### src/rtl/instr_reg_sched_if.sv
// rtl/instr_reg_sched_if.sv - instruction field types and the scheduler's bundled port interface
package instr_reg_sched_pkg;
    typedef enum logic [3:0] {NOP, ADD, SUB, AND, OR, XOR, SHL, SHR} opcode_t;
    typedef logic [15:0] operand_t;
    typedef logic [4:0]  address_t;
    typedef struct packed {
        opcode_t  opc;
        operand_t op_a;
        operand_t op_b;
    } instruction_t;
endpackage

interface instr_reg_sched_if;
    import instr_reg_sched_pkg::*;

    logic         req0_valid;
    logic         req0_ready;
    opcode_t      req0_opcode;
    operand_t     req0_op_a;
    operand_t     req0_op_b;
    logic         req1_valid;
    logic         req1_ready;
    opcode_t      req1_opcode;
    operand_t     req1_op_a;
    operand_t     req1_op_b;
    logic         load_en;
    address_t     write_pointer;
    address_t     read_pointer;
    opcode_t      opcode;
    operand_t     operand_a;
    operand_t     operand_b;
    instruction_t instruction_word;
    logic         out_valid;
    logic         out_ready;
    instruction_t out_word;
    logic [5:0]   count;
    logic         full;
    logic         empty;

    // scheduler side
    modport slave (
        input  req0_valid, req0_opcode, req0_op_a, req0_op_b,
        input  req1_valid, req1_opcode, req1_op_a, req1_op_b,
        input  instruction_word, out_ready,
        output req0_ready, req1_ready, load_en, write_pointer, read_pointer,
        output opcode, operand_a, operand_b, out_valid, out_word, count, full, empty
    );

    // requesters, register file and consumer side
    modport master (
        output req0_valid, req0_opcode, req0_op_a, req0_op_b,
        output req1_valid, req1_opcode, req1_op_a, req1_op_b,
        output instruction_word, out_ready,
        input  req0_ready, req1_ready, load_en, write_pointer, read_pointer,
        input  opcode, operand_a, operand_b, out_valid, out_word, count, full, empty
    );
endinterface

### src/rtl/instr_reg_sched.sv
// rtl/instr_reg_sched.sv - two-requester circular-queue scheduler over an external instruction register
// Define IR_SCHED_RR_EN for round-robin arbitration; default is fixed priority to req0.
module instr_reg_sched
    import instr_reg_sched_pkg::*;
#(
    parameter int DEPTH = 32
) (
    input  logic               clk,
    input  logic               reset_n,
    instr_reg_sched_if.slave   bus
);

    typedef enum logic {PRI_REQ0, PRI_REQ1} pri_e;

    localparam logic [6:0] DEPTH_W = 7'(DEPTH);
    localparam address_t   LAST    = address_t'(DEPTH - 1);

    pri_e       pri_q, pri_d;
    address_t   tail_q, head_q, wp_q;
    logic [5:0] count_q;
    logic       load_q;
    opcode_t    opc_q;
    operand_t   a_q, b_q;
    logic       space, grant0, grant1, accept, pop;

    function automatic address_t ptr_inc(input address_t p);
        if (p == LAST) return '0;
        return p + 5'd1;
    endfunction

    // the uncommitted write already owns a slot, so it counts against capacity
    assign space  = ({1'b0, count_q} + {6'd0, load_q}) < DEPTH_W;
    assign pop    = (count_q != 6'd0) && bus.out_ready;
    assign accept = grant0 || grant1;

    always_comb begin
        pri_d  = pri_q;
        grant0 = 1'b0;
        grant1 = 1'b0;
        if (reset_n && space) begin
`ifdef IR_SCHED_RR_EN
            if (bus.req0_valid && bus.req1_valid) begin
                grant0 = (pri_q == PRI_REQ0);
                grant1 = (pri_q == PRI_REQ1);
            end else begin
                grant0 = bus.req0_valid;
                grant1 = bus.req1_valid;
            end
            if (grant0) pri_d = PRI_REQ1;
            else if (grant1) pri_d = PRI_REQ0;
`else
            grant0 = bus.req0_valid;
            grant1 = bus.req1_valid && !bus.req0_valid;
`endif
        end
    end

    always_ff @(posedge clk or negedge reset_n) begin
        if (!reset_n) begin
            pri_q   <= PRI_REQ0;
            tail_q  <= '0;
            head_q  <= '0;
            wp_q    <= '0;
            count_q <= '0;
            load_q  <= 1'b0;
            opc_q   <= NOP;
            a_q     <= '0;
            b_q     <= '0;
        end else begin
            pri_q  <= pri_d;
            load_q <= accept;
            if (accept) begin
                wp_q   <= tail_q;
                tail_q <= ptr_inc(tail_q);
                opc_q  <= grant0 ? bus.req0_opcode : bus.req1_opcode;
                a_q    <= grant0 ? bus.req0_op_a   : bus.req1_op_a;
                b_q    <= grant0 ? bus.req0_op_b   : bus.req1_op_b;
            end
            if (pop) head_q <= ptr_inc(head_q);
            case ({load_q, pop})
                2'b10:   count_q <= count_q + 6'd1;
                2'b01:   count_q <= count_q - 6'd1;
                default: count_q <= count_q;
            endcase
        end
    end

    assign bus.req0_ready    = grant0;
    assign bus.req1_ready    = grant1;
    assign bus.load_en       = load_q;
    assign bus.write_pointer = wp_q;
    assign bus.read_pointer  = head_q;
    assign bus.opcode        = opc_q;
    assign bus.operand_a     = a_q;
    assign bus.operand_b     = b_q;
    assign bus.out_valid     = (count_q != 6'd0);
    assign bus.out_word      = bus.instruction_word;
    assign bus.count         = count_q;
    assign bus.full          = (count_q == DEPTH_W[5:0]);
    assign bus.empty         = (count_q == 6'd0);

endmodule
### src/flat_wrapper.sv
// flat-port wrapper written by rule: the top's interface ports become plain ports
module instr_reg_sched_flat import instr_reg_sched_pkg::*;
#(
    parameter int DEPTH = 32
)
  (clk, reset_n, bus_req0_valid, bus_req0_opcode, bus_req0_op_a, bus_req0_op_b, bus_req1_valid, bus_req1_opcode, bus_req1_op_a, bus_req1_op_b, bus_instruction_word, bus_out_ready, bus_req0_ready, bus_req1_ready, bus_load_en, bus_write_pointer, bus_read_pointer, bus_opcode, bus_operand_a, bus_operand_b, bus_out_valid, bus_out_word, bus_count, bus_full, bus_empty);
  instr_reg_sched_if bus_i ();
  input  logic clk;
  input  logic reset_n;
  input wire logic [$bits(bus_i.req0_valid)-1:0] bus_req0_valid;
  input wire logic [$bits(bus_i.req0_opcode)-1:0] bus_req0_opcode;
  input wire logic [$bits(bus_i.req0_op_a)-1:0] bus_req0_op_a;
  input wire logic [$bits(bus_i.req0_op_b)-1:0] bus_req0_op_b;
  input wire logic [$bits(bus_i.req1_valid)-1:0] bus_req1_valid;
  input wire logic [$bits(bus_i.req1_opcode)-1:0] bus_req1_opcode;
  input wire logic [$bits(bus_i.req1_op_a)-1:0] bus_req1_op_a;
  input wire logic [$bits(bus_i.req1_op_b)-1:0] bus_req1_op_b;
  input wire logic [$bits(bus_i.instruction_word)-1:0] bus_instruction_word;
  input wire logic [$bits(bus_i.out_ready)-1:0] bus_out_ready;
  output wire logic [$bits(bus_i.req0_ready)-1:0] bus_req0_ready;
  output wire logic [$bits(bus_i.req1_ready)-1:0] bus_req1_ready;
  output wire logic [$bits(bus_i.load_en)-1:0] bus_load_en;
  output wire logic [$bits(bus_i.write_pointer)-1:0] bus_write_pointer;
  output wire logic [$bits(bus_i.read_pointer)-1:0] bus_read_pointer;
  output wire logic [$bits(bus_i.opcode)-1:0] bus_opcode;
  output wire logic [$bits(bus_i.operand_a)-1:0] bus_operand_a;
  output wire logic [$bits(bus_i.operand_b)-1:0] bus_operand_b;
  output wire logic [$bits(bus_i.out_valid)-1:0] bus_out_valid;
  output wire logic [$bits(bus_i.out_word)-1:0] bus_out_word;
  output wire logic [$bits(bus_i.count)-1:0] bus_count;
  output wire logic [$bits(bus_i.full)-1:0] bus_full;
  output wire logic [$bits(bus_i.empty)-1:0] bus_empty;
  assign bus_i.req0_valid = bus_req0_valid;
  assign bus_i.req0_opcode = bus_req0_opcode;
  assign bus_i.req0_op_a = bus_req0_op_a;
  assign bus_i.req0_op_b = bus_req0_op_b;
  assign bus_i.req1_valid = bus_req1_valid;
  assign bus_i.req1_opcode = bus_req1_opcode;
  assign bus_i.req1_op_a = bus_req1_op_a;
  assign bus_i.req1_op_b = bus_req1_op_b;
  assign bus_i.instruction_word = bus_instruction_word;
  assign bus_i.out_ready = bus_out_ready;
  assign bus_req0_ready = bus_i.req0_ready;
  assign bus_req1_ready = bus_i.req1_ready;
  assign bus_load_en = bus_i.load_en;
  assign bus_write_pointer = bus_i.write_pointer;
  assign bus_read_pointer = bus_i.read_pointer;
  assign bus_opcode = bus_i.opcode;
  assign bus_operand_a = bus_i.operand_a;
  assign bus_operand_b = bus_i.operand_b;
  assign bus_out_valid = bus_i.out_valid;
  assign bus_out_word = bus_i.out_word;
  assign bus_count = bus_i.count;
  assign bus_full = bus_i.full;
  assign bus_empty = bus_i.empty;
  instr_reg_sched #(.DEPTH(DEPTH)) u_core (.clk(clk), .reset_n(reset_n), .bus(bus_i));
endmodule
### config.mk
export PLATFORM = sky130hd
export DESIGN_NAME = instr_reg_sched_flat
export DESIGN_NICKNAME = d
export VERILOG_FILES = /design/src/rtl/instr_reg_sched_if.sv /design/src/rtl/instr_reg_sched.sv /design/src/flat_wrapper.sv
export SDC_FILE = /design/constraint.sdc
export NUM_CORES = 1
export LEC_CHECK = 0
export CORE_MARGIN = 5
export CORE_UTILIZATION = 45
export CTS_CLUSTER_DIAMETER = 50
export CTS_CLUSTER_SIZE = 28
export DETAILED_ROUTE_END_ITERATION = 7
export DONT_BUFFER_PORTS = 1
export PLACE_DENSITY_LB_ADDON = 0.15
export SYNTH_ARGS = -nofsm -noshare
export SYNTH_HDL_FRONTEND = slang
export SYNTH_SLANG_ARGS = --single-unit
### constraint.sdc
create_clock -name clk -period 4.45 [get_ports clk]
set_input_delay 0.89 -clock clk [delete_from_list [all_inputs] [get_ports clk]]
set_output_delay 0.89 -clock clk [all_outputs]
set_load 0.1 [all_outputs]
# == After elaboration in Yosys (flattened, before gate mapping) ==
# Cells that the tools add are included.
# word_totals
n_memories,0
output_inout_bits,94
romBits,0
ram_bits,0
ff_bits,58
elab_cells,41
in_bits,113
latch_bits,0
# classes
addsub,5
div_mod_pow,0
mux,14
n_mul,0
bitwise,0
magnitude_cmp,1
n_eq_ne,5
shift,0
n_reduce_logical,8
# op_table
op,count
2-to-1 mux 16 bit,2
2-to-1 mux 5 bit,4
one-hot mux 6 bit (2 select lines),1
"adder 5 x 1 -> 5 bit, second input constant",2
"equality test 5 bit, second input constant",2
adder 6 x 1 -> 7 bit,1
"less-than comparator 7 x 6 -> 1 bit, second input constant",1
"adder 6 x 1 -> 6 bit, second input constant",1
"equality test 6 bit, second input constant",1
zero test 6 bit,1
2-to-1 mux 1 bit,6
nonzero test 6 bit,1
"subtractor 6 x 1 -> 6 bit, second input constant",1
2-to-1 mux 4 bit,1
logical AND 1 bit,3
"equality test 2 x 1 -> 1 bit, second input constant",1
"equality test 2 bit, second input constant",1
nonzero test 2 bit,1
zero test 1 bit,1
logical OR 1 bit,1

# == Longest topological paths before layout ==
# Gate-level depths: netlist of run 1.
# depth
ltp_word,7
depth_mapped,10
depth_no_buf,10

# == Worst setup path after synthesis of run 1 ==
# OpenSTA, ideal clock, no wires.
# synth_path
kind,register -> output
startpoint,reg u_core.count_q[1] (netlist: u_core.bus.count[1])
endpoint,out bus_out_valid
path_buffers,0
setup_slack_ns,-1.234
path_stages_with_launch,4
t_required_ns,3.560
arrival_ns,4.794
cell_sequence,dfrtp_1 or4_4 nor3_1 inv_1
# synth_between
elab_chain_cells,1
# synth_lines
item,line,source
from (decl),instr_reg_sched.sv:20,logic [5:0] count_q;
from (signal assigned),instr_reg_sched.sv:81,2'b10: count_q <= count_q + 6'd1;
from (signal assigned),instr_reg_sched.sv:82,2'b01: count_q <= count_q - 6'd1;
from (signal assigned),instr_reg_sched.sv:83,default: count_q <= count_q;
nonzero test 6 bit,instr_reg_sched.sv:96,assign bus.out_valid = (count_q != 6'd0);
to (decl),flat_wrapper.sv:28,output wire logic [$bits(bus_i.out_valid)-1:0] bus_out_valid;
# No other way between the ends.

# == Final worst setup path of run 1 ==
# layout_path
startpoint,reg u_core.count_q[1] (netlist: u_core.bus.count[1])
endpoint,reg u_core.count_q[5] (netlist: u_core.bus.count[5])
# layout_between
elab_chain_cells,4
elab_cells_between_ends,8
cone_classes,2 x add/sub; 2 x eq/ne; 1 x mux; 3 x reduce/logical
# layout_lines
item
branches (longest 4 deep; another with subtractor 6 x 1 -> 6 bit)
# Several ways; the timed one is not identified.
# A chain may end at the register's enable or synchronous reset.

==> results of run 1 <==
## routing by layer
| layer | GRT usage | vias to the layer above |
|---|---|---|
| met5 | 0 | - |
| met4 | 0.114 | 0 |
| met3 | 0.0521 | 41 |
| met2 | 0.229 | 87 |
| met1 | 0.184 | 916 |
| li1 | - | 1004 |
## per-stage QoR
| step | std cells | utilization |
|---|---|---|
| 2_1_floorplan | 320 | - |
| 3_3_place_gp | 378 | 0.453 |
| 3_5_place_dp | 378 | 0.453 |
| 4_1_cts | 394 | 0.487 |
| 5_1_grt | 394 | 0.487 |
| 6_report | 394 | 0.487 |
## sequential cells by signal, indices dropped and copies added (netlist names)
name	flops
u_core.bus.count	6
u_core.bus.operand_a	16
u_core.bus.opcode	4
u_core.bus.write_pointer	5
u_core.bus.read_pointer	5
u_core.bus.operand_b	16
u_core.bus.load_en	1
u_core.tail_q	5
## worst max-delay path, cell delays in order (launching register included)
cell,delay (ns)
sky130_fd_sc_hd__dfrtp_1,0.38
sky130_fd_sc_hd__or4_4,0.60
sky130_fd_sc_hd__o31ai_4,0.38
sky130_fd_sc_hd__inv_1,0.09
sky130_fd_sc_hd__ha_1,0.30
sky130_fd_sc_hd__ha_1,0.37
sky130_fd_sc_hd__nor4bb_1,0.16
sky130_fd_sc_hd__a311o_1,0.27
sky130_fd_sc_hd__or3b_1,0.39
sky130_fd_sc_hd__xor2_1,0.15
## cell usage in the layout, fill, tap and decap left out, drive strengths merged, types with 2 or more instances in the layout
cell / Yosys / final
clkbuf: 4 / 13
nand3: 2 / 2
nor2: 3 / 3
a21o: 3 / 3
nand2: 60 / 60
bufinv: 0 / 2
clkinv: 1 / 3
nand2b: 2 / 2
inv: 9 / 9
mux2: 2 / 2
nor4: 3 / 3
o31ai: 2 / 2
buf: 47 / 12
nor3b: 3 / 3
mux2i: 37 / 37
xor2: 3 / 3
dfrtp: 58 / 58
nor3: 3 / 3
o21ai: 45 / 45
nor2b: 4 / 4
and3: 2 / 2
a221o: 2 / 2
ha: 9 / 9
## cell type report
cell class / count / area [um2] / share of cell area
multi-input cells: 201 / 1370 / 0.413
inverters: 10 / 37.5 / 0.0113
clock buffers: 12 / 155 / 0.0466
repair buffers: 13 / 115 / 0.0346
well taps: 96 / 120 / 0.0361
clock inverters: 4 / 73.8 / 0.0222
flip-flops and latches: 58 / 1450 / 0.436
## worst max-delay path by stage
stage,startpoint,to,cells after the start
6_report,u_core.bus.count[1],u_core.bus.count[5],9
3_3_place_gp,u_core.bus.count[1],u_core.bus.count[5],9
3_5_place_dp,u_core.bus.count[1],u_core.bus.count[5],9
2_1_floorplan,u_core.bus.count[1],bus_out_valid,3
4_1_cts,u_core.bus.count[1],u_core.bus.count[5],9
5_1_grt,u_core.bus.count[1],u_core.bus.count[5],9
## cells in the mapped netlist (all sizes together)
| cell | instances |
|---|---|
| a211oi | 1 |
| a21boi | 1 |
| a21o | 3 |
| a21oi | 1 |
| a221o | 2 |
| a311o | 1 |
| and3 | 2 |
| buf | 47 |
| clkbuf | 4 |
| clkinv | 1 |
| dfrtp | 58 |
| fa | 1 |
| ha | 9 |
| inv | 9 |
| mux2 | 2 |
| mux2i | 37 |
| nand2 | 60 |
| nand2b | 2 |
| nand3 | 2 |
| nand3b | 1 |
| nand4 | 1 |
| nor2 | 3 |
| nor2b | 4 |
| nor3 | 3 |
| nor3b | 3 |
| nor4 | 3 |
| nor4b | 1 |
| nor4bb | 1 |
| o2111ai | 1 |
| o211ai | 1 |
| o21ai | 45 |
| o221ai | 1 |
| o31ai | 2 |
| or3b | 1 |
| or4 | 1 |
| or4b | 1 |
| xnor2 | 1 |
| xor2 | 3 |
## cell families (layout without fill, tap and decap cells)
logic type      count (synthesis)  count (layout)  share of synthesized area
xor+xnor                        4               4                     0.0111
flops                          58              58                      0.458
mux                            39              39                      0.124
compound gates                 59              59                      0.111
buf+inv                        61              39                      0.123
simple gates                   89              89                      0.131
fa+ha+maj                      10              10                     0.0418
==> parameters.txt, run 1 <==
Parameter                              Value

Placed design
  Detailed placer's ending HPWL    around 5000 um
  # port buffers    0
  Placed cell area    around 3100 um2
  Pre-CTS worst setup slack    roughly 1.2 ns
  Routability-driven placement congestion ratio    0.788

CTS
  Total of hold buffers inserted after clock tree synthesis    0
  Clock latency on the worst-skew pair    between 0.3 and 0.4 ns
  CTS tree    done
  Post CTS Setup Buffer Count    0
  Total number of clock tree sinks    58
  Post-cts repair resize count    0
  Bufs on Longest Clock Path    2
  Clk pin slew, worst setup/hold paths    around 0.060 ns
  Root Buffer Master    sky130_fd_sc_hd__clkbuf_8
  CTS H-Tree Depth    3
  Clock buffer count from CTS    9

Drt
  Pre-antenna DRT Iters    4
  Vias    between 2000 and 2500
  Length of routed met2 wiring    between 3000 and 4000 um
  Number of vias per cell    between 5 and 6
  Detailed-route DRC error count    0
  Post-route ant nets    0
  Iter 0 DRT Violations    28
  Met3 WL post-DR    around 660 um
  Met1 Wirelength    roughly 2600 um
  Detailed Route WL    6730 um
  Wirelength per Cell    17.1 um
  Top layer in use    met4

Layout
  Layout cell share with drive strength beyond 1    0.128
  Fillers    about 680
  Final Cell Area    3330 um2
  Final net count    around 420
  Area growth syn-to-layout    4.93%
  Number of diodes added for antenna fixing    0

Critical path
  R2R cell count    9
  Launch instance of the worst register-to-register path    u_core.bus.count[1]
  Crit path required time    4.66 ns
  End of the worst register-to-register path    u_core.bus.count[5]
  Critical Path End Type    register
  Crit Path Max Fanout    9
  Worst reg-to-reg setup slack    ~1.2 ns
  Crit path arrival time    approximately 3.4 ns
  Setup crit start kind    register
  Setup CP Type    register to register

Die
  Area of the die    between 8000 and 9000 um2
  I/O pin total    about 210
  Y dimension of the die    93.9 um
  Die extent in x    between 90 and 100 um
  Std-Cell Rows    30
  Area inside the core boundary    6830 um2
  Starting density of the core    0.464

Logic synthesis
  Distinct cells, synth    41
  Post-synth top area share    0.458
  Post-Syn Nets    443
  Register bit total from synthesis    58
  Count of yosys warnings during synthesis    0
  Largest cells by area after synthesis    sky130_fd_sc_hd__dfrtp_1 (46%), sky130_fd_sc_hd__mux2i_1 (12%), sky130_fd_sc_hd__buf_4 (9.7%)
  Cells after Synth    320
  Register area share after synthesis    0.458
  Mapped Avg Cell Area    roughly 10 um2
  Netlist area before placement    3170 um2
  Post-synth top area cell    sky130_fd_sc_hd__dfrtp_1

GRT
  Antenna violations before repair    0
  Global routing usage summed across all routing layers    0.154
  Via count of the first global-routing pass    2021
  Largest net degree at the start of global routing    60
  Wire length of the first global-routing pass    between 10000 and 15000 um
  Grt total ovfl    0

Timing
  Highest clock rate    approximately 310 MHz
  Setup repair after global routing missed its margin    no
  Clock skew    0.00697 ns
  Fin. max-slew vios    0
  Slew Limit Headroom    0.243
  Share of the cycle needed by the critical path after routing    0.721
  Setup Total Neg Slack    0 ns
  Slew @ Worst Pin    1.14 ns
  Fin crit period    approximately 3.2 ns
  Minimum setup slack in the final design    between 1 and 1.5 ns
  Hold Slack    between 0.2 and 0.25 ns
  Final hold violation count    0
  Final count of negative-setup-slack endpoints    0

Hold path
  Worst min path class    primary input to asynchronous set/reset pin

Flow run
  Max-cap violation count    0

Run status
  Result of the run    finished, final reports clean
Power of run 1 is not shown: default switching activity piles up to over one toggle a cycle in this logic, so the estimate is an artifact.
==> run 2, diff against run 1 <==
- clock period: 4.45 -> 2.8 ns (I/O delays scaled with it)
==> run 2 against run 1 <==
Against the previous run: critical path depth is the same; count of clock-buffer cells in the layout shrank 1; die area is the same; largest cell class unchanged; utilization grew 3.3 points; hold slack lost 0.16 ns; register-to-register slack lost 1.2 ns; sequential share of layout area shrank 2.4 points; clock skew shrank 0.0016 ns; routed wire length grew 4.8%.
==> parameters.txt, run 2 (synthesis results as in run 1) <==
Parameter                              Value

Drt
  Detailed Route WL    7060 um
  Pre-antenna DRT Iters    2
  Top layer in use    met4
  Vias    between 2000 and 2500
  Met3 WL post-DR    676 um
  Wirelength per Cell    between 15 and 20 um
  Iter 0 DRT Violations    29
  Detailed-route DRC error count    0
  Met1 Wirelength    between 2000 and 3000 um
  Length of routed met2 wiring    around 3400 um
  Number of vias per cell    between 5 and 6
  Post-route ant nets    0

Critical path
  Critical-path top delay cell    sky130_fd_sc_hd__or4_4
  Crit path largest cell delay    ~0.56 ns
  Crit Path Max Fanout    8
  Crit path cell chain    or4_4 > o31ai_4 > inv_2 > ha_4 > ha_4 > nor4b_1 > a311o_1 > or3b_1 > xor2_1
  Crit path arrival time    2.96 ns
  Cell type with the highest occurrence count on the critical path    sky130_fd_sc_hd__ha_4
  Setup crit start kind    register
  Critical Path End Type    register
  Worst reg-to-reg setup slack    between 0.04 and 0.05 ns
  Crit path required time    approximately 3.0 ns
  Setup CP Type    register to register

CTS
  Post CTS Setup Buffer Count    0
  Clk pin slew, worst setup/hold paths    about 0.070 ns
  Clock buffer count from CTS    9
  Root Buffer Master    sky130_fd_sc_hd__clkbuf_8
  CTS tree    done
  Total number of clock tree sinks    58
  Clock latency on the worst-skew pair    ~0.33 ns
  Bufs on Longest Clock Path    2
  CTS H-Tree Depth    3

Die
  Std-Cell Rows    30
  Area inside the core boundary    ~7000 um2
  Die extent in x    93.9 um
  I/O pin total    approximately 210
  Starting density of the core    0.464
  Y dimension of the die    between 90 and 100 um
  Area of the die    around 8800 um2

GRT
  Global routing usage summed across all routing layers    0.157
  Via count of the first global-routing pass    2101
  Largest net degree at the start of global routing    slightly below 90
  Grt total ovfl    0
  Wire length of the first global-routing pass    10800 um
  Antenna violations before repair    0

Layout
  Layout cell share with drive strength beyond 1    0.206
  Utilization after layout    0.520
  Sequential Area    around 1500 um2
  Most frequent standard cell in the layout excluding fill and tap cells    sky130_fd_sc_hd__nand2_1
  Area growth syn-to-layout    12.1%
  Final net count    433
  Number of diodes added for antenna fixing    0
  Most used cells in the layout excluding fill and tap cells    sky130_fd_sc_hd__nand2_1 (60), sky130_fd_sc_hd__dfrtp_1 (53), sky130_fd_sc_hd__o21ai_0 (43)
  Fillers    648
  Multi-input logic area    about 1400 um2

Timing
  Share of the cycle needed by the critical path after routing    0.985
  Fin crit period    ~2.8 ns
  Highest clock rate    between 300 and 400 MHz
  Final count of negative-setup-slack endpoints    0
  Final hold violation count    0
  Slew Limit Headroom    0.376
  Slew @ Worst Pin    about 0.94 ns
  Minimum setup slack in the final design    0.0419 ns
  Clock skew    ~0.0054 ns
  Setup repair after global routing missed its margin    yes
  Fin. max-slew vios    0

Run status
  Result of the run    finished, final reports clean

Placed design
  # port buffers    0
  Routability-driven placement congestion ratio    ~0.74
  Pre-CTS worst setup slack    -0.0375 ns
  Detailed placer's ending HPWL    between 5000 and 6000 um

Flow run
  Max-cap violation count    0

Hold path
  Worst min path class    primary input to asynchronous set/reset pin
## run 2: what timing repair did
action                                 4_1_cts  5_1_grt
pin swaps                                    1        0
endpoints found under the hold margin       58        0
setup endpoints to repair                    1        2
resized for setup                            0        2
hold buffers                                 1        0
## run 2: final cells by class
type,instances,share of cell area
Inverter,10,0.0106
Timing Repair Buffer,30,0.0831
Clock inverter,5,0.0222
Sequential cell,58,0.412
Multi-Input combinational cell,201,0.401
Tap cell,96,0.0338
Clock buffer,11,0.0370
## run 2: final timing paths
check,start,endpoint,cells past startpoint
setup / recovery,u_core.bus.count[2],u_core.bus.count[5],9
hold / removal,reset_n,u_core.bus.operand_b[14],1
setup reg to reg,u_core.bus.count[2],u_core.bus.count[5],9
hold reg to reg,u_core.tail_q[4],u_core.bus.write_pointer[4],2
max in group asynchronous,reset_n,u_core.tail_q[1],1
min in group clk,bus_req0_op_b[13],u_core.bus.operand_b[13],2
## run 2: layer usage
metal,vias up,GRT usage
met2,90,0.244
met1,969,0.191
met5,-,0
li1,1043,-
met4,0,0.0758
met3,30,0.0609
## run 2: metrics by stage
| stage | cells | hold slack [ns] | setup TNS, ns | area, um2 |
|---|---|---|---|---|
| floorplan | 320 | 0.264 | -1.28 | 3260 |
| global placement | 394 | 0.266 | -0.00706 | 3320 |
| detailed placement | 394 | 0.265 | -0.0375 | 3320 |
| CTS | 411 | 0.0955 | 0 | 3550 |
| global route | 411 | 0.0992 | -0.0506 | 3550 |
| finish | 411 | 0.0846 | 0 | 3550 |
## run 2: worst max-delay path, delay by kind of cell (launching register included)
kind	cells	cell delay (ns)
DFF	1	0.47
adders and majority gates	2	0.48
xor gates and xnor gates	1	0.15
buffers and inverters	1	0.07
AOI/OAI and AO/OA	2	0.51
and+or+nand+nor	3	0.97
Power of run 2 is left out for the same reason.
==> run 3, diff against run 2 <==
- GPL_ROUTABILITY_DRIVEN: default -> 0
==> results of run 3 <==
No change in the layout: final DEF, timing and power equal those of run 2.
Power of run 3 is left out for the same reason.
